===== src/rtl/counter_gate_if.sv =====
// Control/strobe bundle between the test controller and the counter_gate block.
interface counter_gate_if #(
    parameter int PRESCALE_WIDTH = 8,
    parameter int WINDOW_WIDTH   = 16
);
    logic                      i_start;
    logic                      i_stop;
    logic [PRESCALE_WIDTH-1:0] i_prescale;
    logic [WINDOW_WIDTH-1:0]   i_window;
    logic                      o_en;
    logic                      o_clear;
    logic                      o_busy;
    logic                      o_done;

    modport master (
        output i_start, i_stop, i_prescale, i_window,
        input  o_en, o_clear, o_busy, o_done
    );

    modport slave (
        input  i_start, i_stop, i_prescale, i_window,
        output o_en, o_clear, o_busy, o_done
    );
endinterface


===== src/rtl/counter_gate.sv =====
// Clear/enable sequencer for the 12-bit counter: one clear pulse, W prescaled strobes, done pulse.
// Optional back-to-back windows when COUNTER_GATE_AUTORELOAD_EN is defined.
module counter_gate #(
    parameter int PRESCALE_WIDTH = 8,
    parameter int WINDOW_WIDTH   = 16
) (
    input  logic          i_clk,
    input  logic          i_rst,
    counter_gate_if.slave bus
);
    typedef enum logic [1:0] {
        IDLE  = 2'd0,
        CLEAR = 2'd1,
        RUN   = 2'd2,
        DONE  = 2'd3
    } state_t;

    state_t                    state_r;
    state_t                    state_s;
    logic [PRESCALE_WIDTH-1:0] pcnt_r;
    logic [PRESCALE_WIDTH-1:0] prescale_r;
    logic [WINDOW_WIDTH-1:0]   scnt_r;
    logic [WINDOW_WIDTH-1:0]   window_r;
    logic                      strobe_s;
    logic                      last_s;

    // Strobe fires when the prescale counter reaches the latched period; last marks the W-th strobe.
    always_comb begin
        strobe_s = 1'b0;
        last_s   = 1'b0;
        if (state_r == RUN) begin
            strobe_s = (pcnt_r == prescale_r);
            last_s   = ((scnt_r + WINDOW_WIDTH'(1)) == window_r);
        end else begin
            strobe_s = 1'b0;
            last_s   = 1'b0;
        end
    end

    // Next-state decode; stop overrides everything, including a same-cycle start.
    always_comb begin
        state_s = state_r;
        case (state_r)
            IDLE: begin
                if (bus.i_start && !bus.i_stop) state_s = CLEAR;
                else                            state_s = IDLE;
            end
            CLEAR: begin
                if (bus.i_stop)                      state_s = IDLE;
                else if (window_r == WINDOW_WIDTH'(0)) state_s = DONE;
                else                                 state_s = RUN;
            end
            RUN: begin
                if (bus.i_stop)            state_s = IDLE;
                else if (strobe_s && last_s) state_s = DONE;
                else                       state_s = RUN;
            end
            DONE: begin
                if (bus.i_stop) state_s = IDLE;
`ifdef COUNTER_GATE_AUTORELOAD_EN
                else            state_s = CLEAR;
`else
                else            state_s = IDLE;
`endif
            end
            default: state_s = IDLE;
        endcase
    end

    // State, latched run parameters and the prescale/strobe counters.
    always_ff @(posedge i_clk) begin
        if (i_rst) begin
            state_r    <= IDLE;
            pcnt_r     <= PRESCALE_WIDTH'(0);
            scnt_r     <= WINDOW_WIDTH'(0);
            prescale_r <= PRESCALE_WIDTH'(0);
            window_r   <= WINDOW_WIDTH'(0);
        end else begin
            state_r <= state_s;
            if ((state_r == IDLE) && (state_s == CLEAR)) begin
                prescale_r <= bus.i_prescale;
                window_r   <= bus.i_window;
            end else begin
                prescale_r <= prescale_r;
                window_r   <= window_r;
            end
            case (state_r)
                CLEAR: begin
                    pcnt_r <= PRESCALE_WIDTH'(0);
                    scnt_r <= WINDOW_WIDTH'(0);
                end
                RUN: begin
                    if (strobe_s) begin
                        pcnt_r <= PRESCALE_WIDTH'(0);
                        scnt_r <= scnt_r + WINDOW_WIDTH'(1);
                    end else begin
                        pcnt_r <= pcnt_r + PRESCALE_WIDTH'(1);
                        scnt_r <= scnt_r;
                    end
                end
                default: begin
                    pcnt_r <= pcnt_r;
                    scnt_r <= scnt_r;
                end
            endcase
        end
    end

    assign bus.o_en    = strobe_s;
    assign bus.o_clear = (state_r == CLEAR);
    assign bus.o_busy  = (state_r == CLEAR) || (state_r == RUN);
    assign bus.o_done  = (state_r == DONE);
endmodule


===== src/flat_wrapper.sv =====
// flat-port wrapper written by rule: the top's interface ports become plain ports
module counter_gate_flat 
#(
    parameter int PRESCALE_WIDTH = 8,
    parameter int WINDOW_WIDTH   = 16
)
  (i_clk, i_rst, bus_i_start, bus_i_stop, bus_i_prescale, bus_i_window, bus_o_en, bus_o_clear, bus_o_busy, bus_o_done);
  counter_gate_if #(.PRESCALE_WIDTH(PRESCALE_WIDTH), .WINDOW_WIDTH(WINDOW_WIDTH)) bus_i ();
  input  logic i_clk;
  input  logic i_rst;
  input wire logic [$bits(bus_i.i_start)-1:0] bus_i_start;
  input wire logic [$bits(bus_i.i_stop)-1:0] bus_i_stop;
  input wire logic [$bits(bus_i.i_prescale)-1:0] bus_i_prescale;
  input wire logic [$bits(bus_i.i_window)-1:0] bus_i_window;
  output wire logic [$bits(bus_i.o_en)-1:0] bus_o_en;
  output wire logic [$bits(bus_i.o_clear)-1:0] bus_o_clear;
  output wire logic [$bits(bus_i.o_busy)-1:0] bus_o_busy;
  output wire logic [$bits(bus_i.o_done)-1:0] bus_o_done;
  assign bus_i.i_start = bus_i_start;
  assign bus_i.i_stop = bus_i_stop;
  assign bus_i.i_prescale = bus_i_prescale;
  assign bus_i.i_window = bus_i_window;
  assign bus_o_en = bus_i.o_en;
  assign bus_o_clear = bus_i.o_clear;
  assign bus_o_busy = bus_i.o_busy;
  assign bus_o_done = bus_i.o_done;
  counter_gate #(.PRESCALE_WIDTH(PRESCALE_WIDTH), .WINDOW_WIDTH(WINDOW_WIDTH)) u_core (.i_clk(i_clk), .i_rst(i_rst), .bus(bus_i));
endmodule

===== config.mk =====
export PLATFORM = sky130hd
export DESIGN_NAME = counter_gate_flat
export DESIGN_NICKNAME = d
export VERILOG_FILES = /design/src/rtl/counter_gate_if.sv /design/src/rtl/counter_gate.sv /design/src/flat_wrapper.sv
export SDC_FILE = /design/constraint.sdc
export NUM_CORES = 1
export LEC_CHECK = 0
export BUFFER_PORTS_ARGS = -buffer_cell sky130_fd_sc_hd__buf_2
export CORE_ASPECT_RATIO = 0.8
export CORE_MARGIN = 1
export CORE_UTILIZATION = 48
export DETAILED_ROUTE_END_ITERATION = 10
export PLACE_DENSITY = 0.75
export SYNTH_ARGS = -nofsm -noshare
export SYNTH_HDL_FRONTEND = slang
export SYNTH_SLANG_ARGS = --single-unit

===== constraint.sdc =====
create_clock -name i_clk -period 5.4 [get_ports i_clk]
set_input_delay 1.08 -clock i_clk [delete_from_list [all_inputs] [get_ports i_clk]]
set_output_delay 1.08 -clock i_clk [all_outputs]
set_load 0.01 [all_outputs]

==> metrics.cfg, run 1 <==
[outcome]
outcome = completed

[grt]
grt.total_usage_pct = 22.62
grt_pass1_vias = 2174
grt_pass1_wl_um = 10610
antenna_found_initial = 0
grt_start_max_net_pins = 46
grt-ovfl-total = 0

[logic_synthesis]
synth_area_per_cell_sq_um = 7.911
synthCells = 347
syn_nets = 381
ys.warnings.count = 0
async_reset_ff_share_pct = 0
synth_cell_types = 51
synth_edf_count = 0
ys_ff_latch = 50
syn_area_sq_um = 2745
synth-seq-area-share_pct = 36.46
yosys_most_used_dff = dfxtp_1

[hold_path]
hold_end = u_core.prescale_r[3]
hold_start = u_core.prescale_r[3]
hold_path.class = reg -> reg
hold_depth = 2

[sta]
fmax_mhz = 308.9
fin_tns_setup_ns = 0
hold_ws_ns = 0.4738
worst_pin_slew_ns = 0.8088
fin_crit_sh_pct = 59.95
hold_viol = 0
slew_headroom_pct = 46.08
drv_slew = 0
setup_viol = 0
fin_skew_ns = 0.007927
finalCriticalPeriod_ns = 3.237
rsz0062_at_grt = no

[drt]
viasPerCell = 5.352
drc = 0
firstDrtPassIters = 4
drtAntennaViolNets = 0
routed-via-count = 2387
wire_per_inst_um = 13.92
drt_iter0_drc = 166
routed_wl_um = 6209

[layout]
drive_gt1_share_pct = 14.13
fillerInstances = 549
diodes = 0
area_growth_pct = 9.663
layout.nets = 402

[clocking]
cts.htree.levels = 2
cts_tree = done
cts.path.max_buffers = 2
clock-root-buffer = clkbuf_8
cts_sinks = 50
cts_buffers = 5
cts_setup_buffers = 0
cts_resized = 0
insertion_delay_ns = 0.30
hold_buffers = 0
cts.clk_slew.worst_paths_ns = 0.09

[floorplan]
die_y_um = 69.64
io_pins = 32
start_util_pct = 50.23
die_area_sq_um = 6027
die_width_um = 86.55
design.core.area_sq_um = 5465
fp-row-count = 24

[worst_setup_path]
crit_fanout = 21
crit_chain = xor2_1 -> nor4_1 -> nand4_1 -> buf_4 -> inv_1 -> buf_2
worstRegToRegCells = 8
critPathLaunchType = register
rrSetupSlack_ns = 3.04
reg2reg_to = u_core.scnt_r[3]
r2r_start = u_core.state_r[0]
cp_slowest_cell = inv_1
worstPathRequired_ns = 4.32
crit_type = reg -> out
slowest_delay_ns = 0.39
cp.arrival_ns = 2.16
end_kind = output pin

[pwr]
p_leak_nw = 1.182
peakVddDrop_v = 0.0001759
power_density_nw_per_um2 = 219.8
power_w = 0.0006618

[run]
maxCapViolCount = 0

[place]
gp_congestion = 0.8331
dpl.hpwl_um = 4484
io_buffers = 31

==> critical path, delay by kind of cell (launching register included) <==
kind / cells / cell delay [ns]
buf+inv: 3 / 0.85
simple gates: 2 / 0.49
flops: 1 / 0.36
xor+xnor: 1 / 0.15
==> report_power, final <==
group,switching (W),total [W],internal (W)
combinational,0.0000340,0.0000596,0.0000256
sequential,0.00000910,0.000386,0.000377
clock,0.000127,0.000216,0.0000887
total,0.000170,0.000662,0.000491
==> state kept, by name, indices dropped and copies added (netlist names) <==
signal	cells
u_core.pcnt_r	8
u_core.window_r	16
u_core.prescale_r	8
u_core.state_r	2
u_core.scnt_r	16
==> per-stage QoR <==
step | utilization (%) | setup slack (ns) | area (sq um) | instances
floorplan | - | 3.106 | 2745 | 347
global placement | 53.55 | 2.563 | 2927 | 439
detailed placement | 53.55 | 2.517 | 2927 | 439
CTS | 55.08 | 2.161 | 3010 | 446
global route | 55.08 | 2.039 | 3010 | 446
finish | 55.08 | 2.163 | 3010 | 446
==> cell families (layout without fill, tap and decap cells) <==
family / after synthesis / in the layout / synth area share (%)
simple gates: 150 / 150 / 28.94
compound gates: 78 / 78 / 15.68
flops: 50 / 50 / 36.46
xor+xnor: 36 / 36 / 11.49
buf+inv: 25 / 46 / 3.965
fa+ha+maj: 6 / 6 / 2.735
mux: 2 / 2 / 0.7293
==> cells in the mapped netlist, types with 3 or more instances <==
library cell	number	area, sq um
a21oi_1	45	225.2
nand2b_1	5	31.28
nand3_1	11	55.05
nor2_1	27	101.4
nor4_1	5	31.28
xor2_1	22	192.7
xnor2_1	14	122.6
clkbuf_1	11	41.29
nand4_1	4	25.02
o21ai_1	8	40.04
nor2b_1	3	18.77
or3_1	4	25.02
nand2_1	58	217.7
ha_1	6	75.07
dfxtp_1	50	1001
nor3_1	5	25.02
inv_1	6	22.52
o21ai_0	11	55.05
nand3b_1	8	60.06
buf_2	6	30.03
==> worst max path at each step <==
stage / startpoint / to / slack (ns) / cells after the start
after floorplan: u_core.pcnt_r[4] / bus_o_en / 3.11 / 5
after CTS: u_core.pcnt_r[4] / bus_o_en / 2.16 / 6
final: u_core.pcnt_r[4] / bus_o_en / 2.16 / 6
after detailed placement: u_core.pcnt_r[4] / bus_o_en / 2.52 / 6
after global routing: u_core.pcnt_r[4] / bus_o_en / 2.04 / 6
after global placement: u_core.pcnt_r[4] / bus_o_en / 2.56 / 6
==> placed cells by master (no fill, tap or decap), drive strengths merged <==
cell and n:
nor3b 2, clkbuf 5, ha 6, a31o 1
nand3 13, a31oi 2, clkinvlp 2, xnor2 14
a21boi 1, dfxtp 50, a41oi 1, a32oi 1
nand2b 5, inv 6, nor3 7, buf 33
or2 2, nand4b 2, o311ai 1, mux2i 2
xor2 22, o31ai 1, nor2b 3, o21a 1
nand4 5, o211ai 1, nor4 7, o22ai 1
o2111ai 1, o21ai 19, a21oi 46, and3 3
nor2 28, or3 4, and2 1, nand3b 8
and4 1, a2bb2oi 1, nand2 58, or4b 1
==> layer usage <==
metal | part of all wire, % | track usage (%)
met1 | 51 | 32.83
met2 | 42 | 32.01
met3 | 5.3 | 4.881
met4 | 1.9 | 9.815
met5 | 0 | 0
==> area by class of cell <==
class / instances / area (sq um) / share of cell area (%)
clock buffers: 5 / 68.82 / 2.286
clock inverters: 2 / 15.01 / 0.4988
inverters: 6 / 22.52 / 0.7481
multi-input cells: 272 / 1635 / 54.32
flip-flops and latches: 50 / 1001 / 33.25
well taps: 78 / 97.59 / 3.242
repair buffers: 33 / 170.2 / 5.653
No activity file was read; power rests on OpenSTA's default activity.
==> run 2: changes to the inputs <==
- clock period: 5.4 -> 3.2 ns (I/O delays scaled with it)
==> metrics.cfg, run 2 (synthesis gave the netlist of run 1 again) <==
[drt]
drt_iter0_drc = 160
routed_wl_um = 6184
wire_per_inst_um = 13.77
firstDrtPassIters = 4
viasPerCell = 5.365
drc = 0
routed-via-count = 2409
drtAntennaViolNets = 0

[pwr]
peakVddDrop_v = 0.0002803
p_sw_w = 0.0002981
intPower_w = 0.0008589
p_leak_nw = 1.207
power_density_nw_per_um2 = 380.4
seq_power_share_pct = 56.4
p_comb_share_pct = 8.7
p_clk_share_pct = 34.9
switching_share_pct = 25.77
power_w = 0.001157

[outcome]
outcome = completed

[layout]
reg_top3 = u_core.scnt_r x16, u_core.window_r x16
layout.nets = 404
diodes = 0
postLayoutCellArea_sq_um = 3042
drive_gt1_share_pct = 14.82
area_growth_pct = 10.80
final_common_cell = nand2_1
postLayoutCoreUtil_pct = 55.65
fillerInstances = 539
layout_common_cells = 58 x nand2_1, 50 x dfxtp_1, 45 x a21oi_1

[worst_setup_path]
crit_type = reg -> out
r2r_start = u_core.scnt_r[0]
crit_fanout = 21
startpoint = u_core.pcnt_r[4]
worstPathRequired_ns = 2.56
end_kind = output pin
worstRegToRegCells = 7
reg2reg_to = u_core.state_r[0]
rrSetupSlack_ns = 1.03
cp.arrival_ns = 1.70
critPathLaunchType = register

[place]
io_buffers = 31
gp_congestion = 0.8605
dpl.hpwl_um = 4450
placed_cell_area_sq_um = 2942

[clocking]
cts.clk_slew.worst_paths_ns = 0.10
clock-root-buffer = clkbuf_8
cts_setup_buffers = 0
cts.htree.levels = 2
insertion_delay_ns = 0.31
cts_sinks = 50
cts_buffers = 5
cts_tree = done
hold_buffers = 0
cts_resized = 0
cts.path.max_buffers = 2

[floorplan]
io_pins = 32
start_util_pct = 50.23
die_area_sq_um = 6027
fp-row-count = 24
design.core.area_sq_um = 5465
die_width_um = 86.55
die_y_um = 69.64

[sta]
setup_viol = 0
drv_slew = 0
fmax_mhz = 428.2
hold_viol = 0
rsz0062_at_grt = no
fin_tns_setup_ns = 0
fin_crit_sh_pct = 72.99
finalCriticalPeriod_ns = 2.336
worst_pin_slew_ns = 0.6690
slew_headroom_pct = 55.40
fin_skew_ns = 0.007029

[grt]
grt_start_max_net_pins = 45
grt_pass1_vias = 2197
grt_pass1_wl_um = 10500
antenna_found_initial = 0
grt-ovfl-total = 0
grt.total_usage_pct = 22.30

[hold_path]
hold_path.class = reg -> reg
hold_end = u_core.prescale_r[1]
hold_start = u_core.prescale_r[1]
hold_depth = 2

[run]
maxCapViolCount = 0

## run 2: cell count changes in the layout (fill, tap and decap cells not counted)
cell        previous run  this run
buf_4                  2         4
clkinvlp_4             2         0
clkbuf_8               5         6
clkinv_4               0         2
## run 2: layout make-up
cell class | count | area (sq um) | area share [%]
Multi-Input combinational cell | 272 | 1635 | 53.76
Sequential cell | 50 | 1001 | 32.91
Timing Repair Buffer | 35 | 185.2 | 6.088
Tap cell | 78 | 97.59 | 3.209
Clock buffer | 6 | 82.58 | 2.715
Inverter | 6 | 22.52 | 0.7404
Clock inverter | 2 | 17.52 | 0.5759
## run 2: per-layer routing
| metal | vias up | part of all wire [%] | GRT usage [%] |
|---|---|---|---|
| met3 | 8 | 6.0 | 4.167 |
| met4 | 0 | 1.3 | 7.222 |
| met1 | 1092 | 51 | 33.28 |
| li1 | 1242 | - | - |
| met2 | 67 | 42 | 32.10 |
| met5 | - | 0 | 0 |
## run 2: worst max-delay path by stage
stage / depth (start not counted) / slack, ns / end
finish: 6 / 0.86 / bus_o_en
global route: 6 / 0.75 / bus_o_en
CTS: 6 / 0.86 / bus_o_en
detailed placement: 7 / 1.04 / u_core.state_r[0]
global placement: 7 / 1.12 / u_core.state_r[0]
floorplan: 8 / 1.33 / u_core.state_r[0]
## run 2: power groups by stage
| stage | clock, W | combinational (W) | sequential (W) |
|---|---|---|---|
| after floorplan | 0 | 0.0000688 | 0.000661 |
| after global placement | 0 | 0.0000992 | 0.000666 |
| after detailed placement | 0 | 0.000101 | 0.000666 |
| after CTS | 0.000411 | 0.000101 | 0.000652 |
| after global routing | 0.000434 | 0.000113 | 0.000654 |
| final | 0.000404 | 0.000101 | 0.000652 |
## run 2: through the flow
step | hold slack [ns] | cells | worst slack, ns
floorplan | 0.4478 | 347 | 1.330
global placement | 0.4603 | 441 | 1.116
finish | 0.4816 | 449 | 0.8645
CTS | 0.4805 | 449 | 0.8586
detailed placement | 0.4663 | 441 | 1.041
global route | 0.4986 | 449 | 0.7481
## run 2: critical path, stage by stage, from the launching register on
cell and delay, ns:
dfxtp_1 0.36, xor2_1 0.15, nor4_1 0.27, nand4_1 0.12, buf_4 0.22, inv_1 0.12, buf_2 0.14
==> run 3: changes to the inputs <==
- ABC_AREA: default -> 1
- clock period: 3.2 -> 2.3 ns (I/O delays scaled with it)
==> metrics.cfg, run 3 <==
[worst_setup_path]
crit_fanout = 4
r2r_start = u_core.state_r[0]
end_kind = output pin
reg2reg_to = u_core.scnt_r[10]
crit_type = reg -> out
worstRegToRegCells = 7
worstPathRequired_ns = 1.84
critPathLaunchType = register
rrSetupSlack_ns = 0.33
cp.arrival_ns = 1.73

[clocking]
cts.clk_slew.worst_paths_ns = 0.10
insertion_delay_ns = 0.31
cts_sinks = 50
clock-root-buffer = clkbuf_8
cts_resized = 0
cts_buffers = 5
hold_buffers = 0
cts.path.max_buffers = 2
cts.htree.levels = 2
cts_tree = done
cts_setup_buffers = 0

[logic_synthesis]
ys_ff_latch = 50
synth_top_area_share_pct = 35.43
synth_cell_types = 29
synth_most_common_cell = nand2_1
yosysTopAreaCell = dfxtp_1
ys.warnings.count = 0
synth_area_per_cell_sq_um = 6.480
syn_area_sq_um = 2825
synthTopCellsByCount = 123 x nand2_1, 53 x inv_1, 50 x dfxtp_1
async_reset_ff_share_pct = 0
yosys_most_used_dff = dfxtp_1
syn_nets = 470
synth-seq-area-share_pct = 35.43
synth_edf_count = 0
synthCells = 436
yosys-top-cells-area = dfxtp_1 35%, nand2_1 16%, a21oi_1 7.8%, inv_1 7.0%, nand3_1 6.6%

[drt]
routed_wl_um = 7015
firstDrtPassIters = 4
wire_per_inst_um = 12.92
routed-via-count = 2811
viasPerCell = 5.177
drc = 0
drtAntennaViolNets = 0
drt_iter0_drc = 221

[layout]
drive_gt1_share_pct = 13.98
postLayoutCellArea_sq_um = 3168
fillerInstances = 545
diodes = 0
reg_top3 = u_core.scnt_r x16, u_core.window_r x16
area_growth_pct = 12.13
layout.area.seq_sq_um = 1001
final_common_cell = nand2_1
layout_common_cells = 123 x nand2_1, 53 x inv_1, 50 x dfxtp_1
instances_no_fill = 543
layout.nets = 498
multi_input_area_sq_um = 1534

[hold_path]
hold_path.class = in -> reg
hold_end = u_core.window_r[12]
hold_depth = 3
hold_start = bus_i_window[12]

[pwr]
switching_share_pct = 25.69
p_leak_nw = 1.280
intPower_w = 0.001292
seq_power_share_pct = 52.8
p_comb_share_pct = 10.3
p_clk_share_pct = 36.9
p_sw_w = 0.0004465
power_density_nw_per_um2 = 548.7
peakVddDrop_v = 0.0002674

[grt]
grt_start_max_net_pins = 37
use_met3_pct = 4.084
grtUsageMet1_pct = 35.64
grt.total_usage_pct = 24.19
busiest_layer = met2
grt-ovfl-total = 0
grt_pass1_wl_um = 11670
met2_usage_pct = 35.92
grt_pass1_vias = 2523
antenna_found_initial = 0

[place]
place_ws_ns = 0.4024
gp_congestion = 0.9066
dp.cells = 535
dpl.hpwl_um = 5157
placed_cell_area_sq_um = 3055
io_buffers = 31

[sta]
fin_crit_sh_pct = 95.15
finalWorstSetupSlack_ns = 0.1115
fin_skew_ns = 0.01363
fmax_mhz = 456.9
hold_ws_ns = 0.4219
worst_pin_slew_ns = 0.8359
fin_tns_setup_ns = 0
finalCriticalPeriod_ns = 2.188
hold_viol = 0
setup_viol = 0
rsz0062_at_grt = no
slew_headroom_pct = 44.27
drv_slew = 0

[run]
maxCapViolCount = 0

[floorplan]
fp-row-count = 24
die_y_um = 70.62
die_area_sq_um = 6199
design.core.area_sq_um = 5555
io_pins = 32
start_util_pct = 50.86
die_width_um = 87.78

[outcome]
outcome = completed

## run 3: changes by cell type after synthesis, sizes merged, moves of 4 or more
| cell | delta |
|---|---|
| o21ai | +13 |
| nand3b | -7 |
| xor2 | -18 |
| nand2 | +70 |
| nand4 | +6 |
| nor2 | +4 |
| nand2b | -5 |
| or3 | -4 |
| nand3 | +27 |
| buf | -5 |
| xnor2 | -14 |
| inv | +53 |
## run 3: worst max-delay path, stage by stage, from the launching register on
cell     delay [ns]
dfxtp_1        0.36
inv_1          0.09
ha_1           0.20
nand4_1        0.18
nor4_4         0.37
buf_2          0.22
## run 3: power by group through the flow
stage	Clock, W	Sequential, W	Combinational, W
floorplan	0	0.000930	0.000118
global route	0.000687	0.000921	0.000204
global placement	0	0.000937	0.000175
detailed placement	0	0.000937	0.000177
finish	0.000642	0.000917	0.000179
CTS	0.000656	0.000918	0.000178
## run 3: layout make-up
cell class                 instances  share of cell area (%)
tap                               78                   3.081
clock inverter                     3                   1.382
multi-input combinational        312                   48.42
timing repair buffer              35                   6.240
clock buffer                       5                   2.172
sequential                        50                   31.60
inverter                          60                   7.109
## run 3: per-stage QoR
| step | utilization, % | power, W |
|---|---|---|
| floorplan | - | 0.001049 |
| global placement | 55.00 | 0.001112 |
| detailed placement | 55.00 | 0.001115 |
| CTS | 57.03 | 0.001752 |
| global route | 57.03 | 0.001812 |
| finish | 57.03 | 0.001738 |
## run 3: kinds of logic after synthesis
logic type	share of synthesized area, %
compound gates	13.91
xor+xnor	2.037
fa+ha+maj	2.657
buf+inv	10.27
flops	35.43
simple gates	35.70
## run 3: per-layer routing
layer | vias up | share of wire, %
met5 | - | 0
met4 | 0 | 1.6
met3 | 11 | 6.4
met2 | 85 | 42
met1 | 1256 | 50
li1 | 1459 | -
## run 3: how the worst max path moves through the flow
stage / from / endpoint / slack, ns
floorplan: u_core.state_r[0] / bus_o_en / 0.55
global placement: u_core.state_r[0] / u_core.scnt_r[11] / 0.46
detailed placement: u_core.state_r[0] / u_core.scnt_r[14] / 0.40
CTS: u_core.state_r[0] / bus_o_en / 0.12
global route: u_core.state_r[0] / bus_o_en / 0.03
finish: u_core.state_r[0] / bus_o_en / 0.11
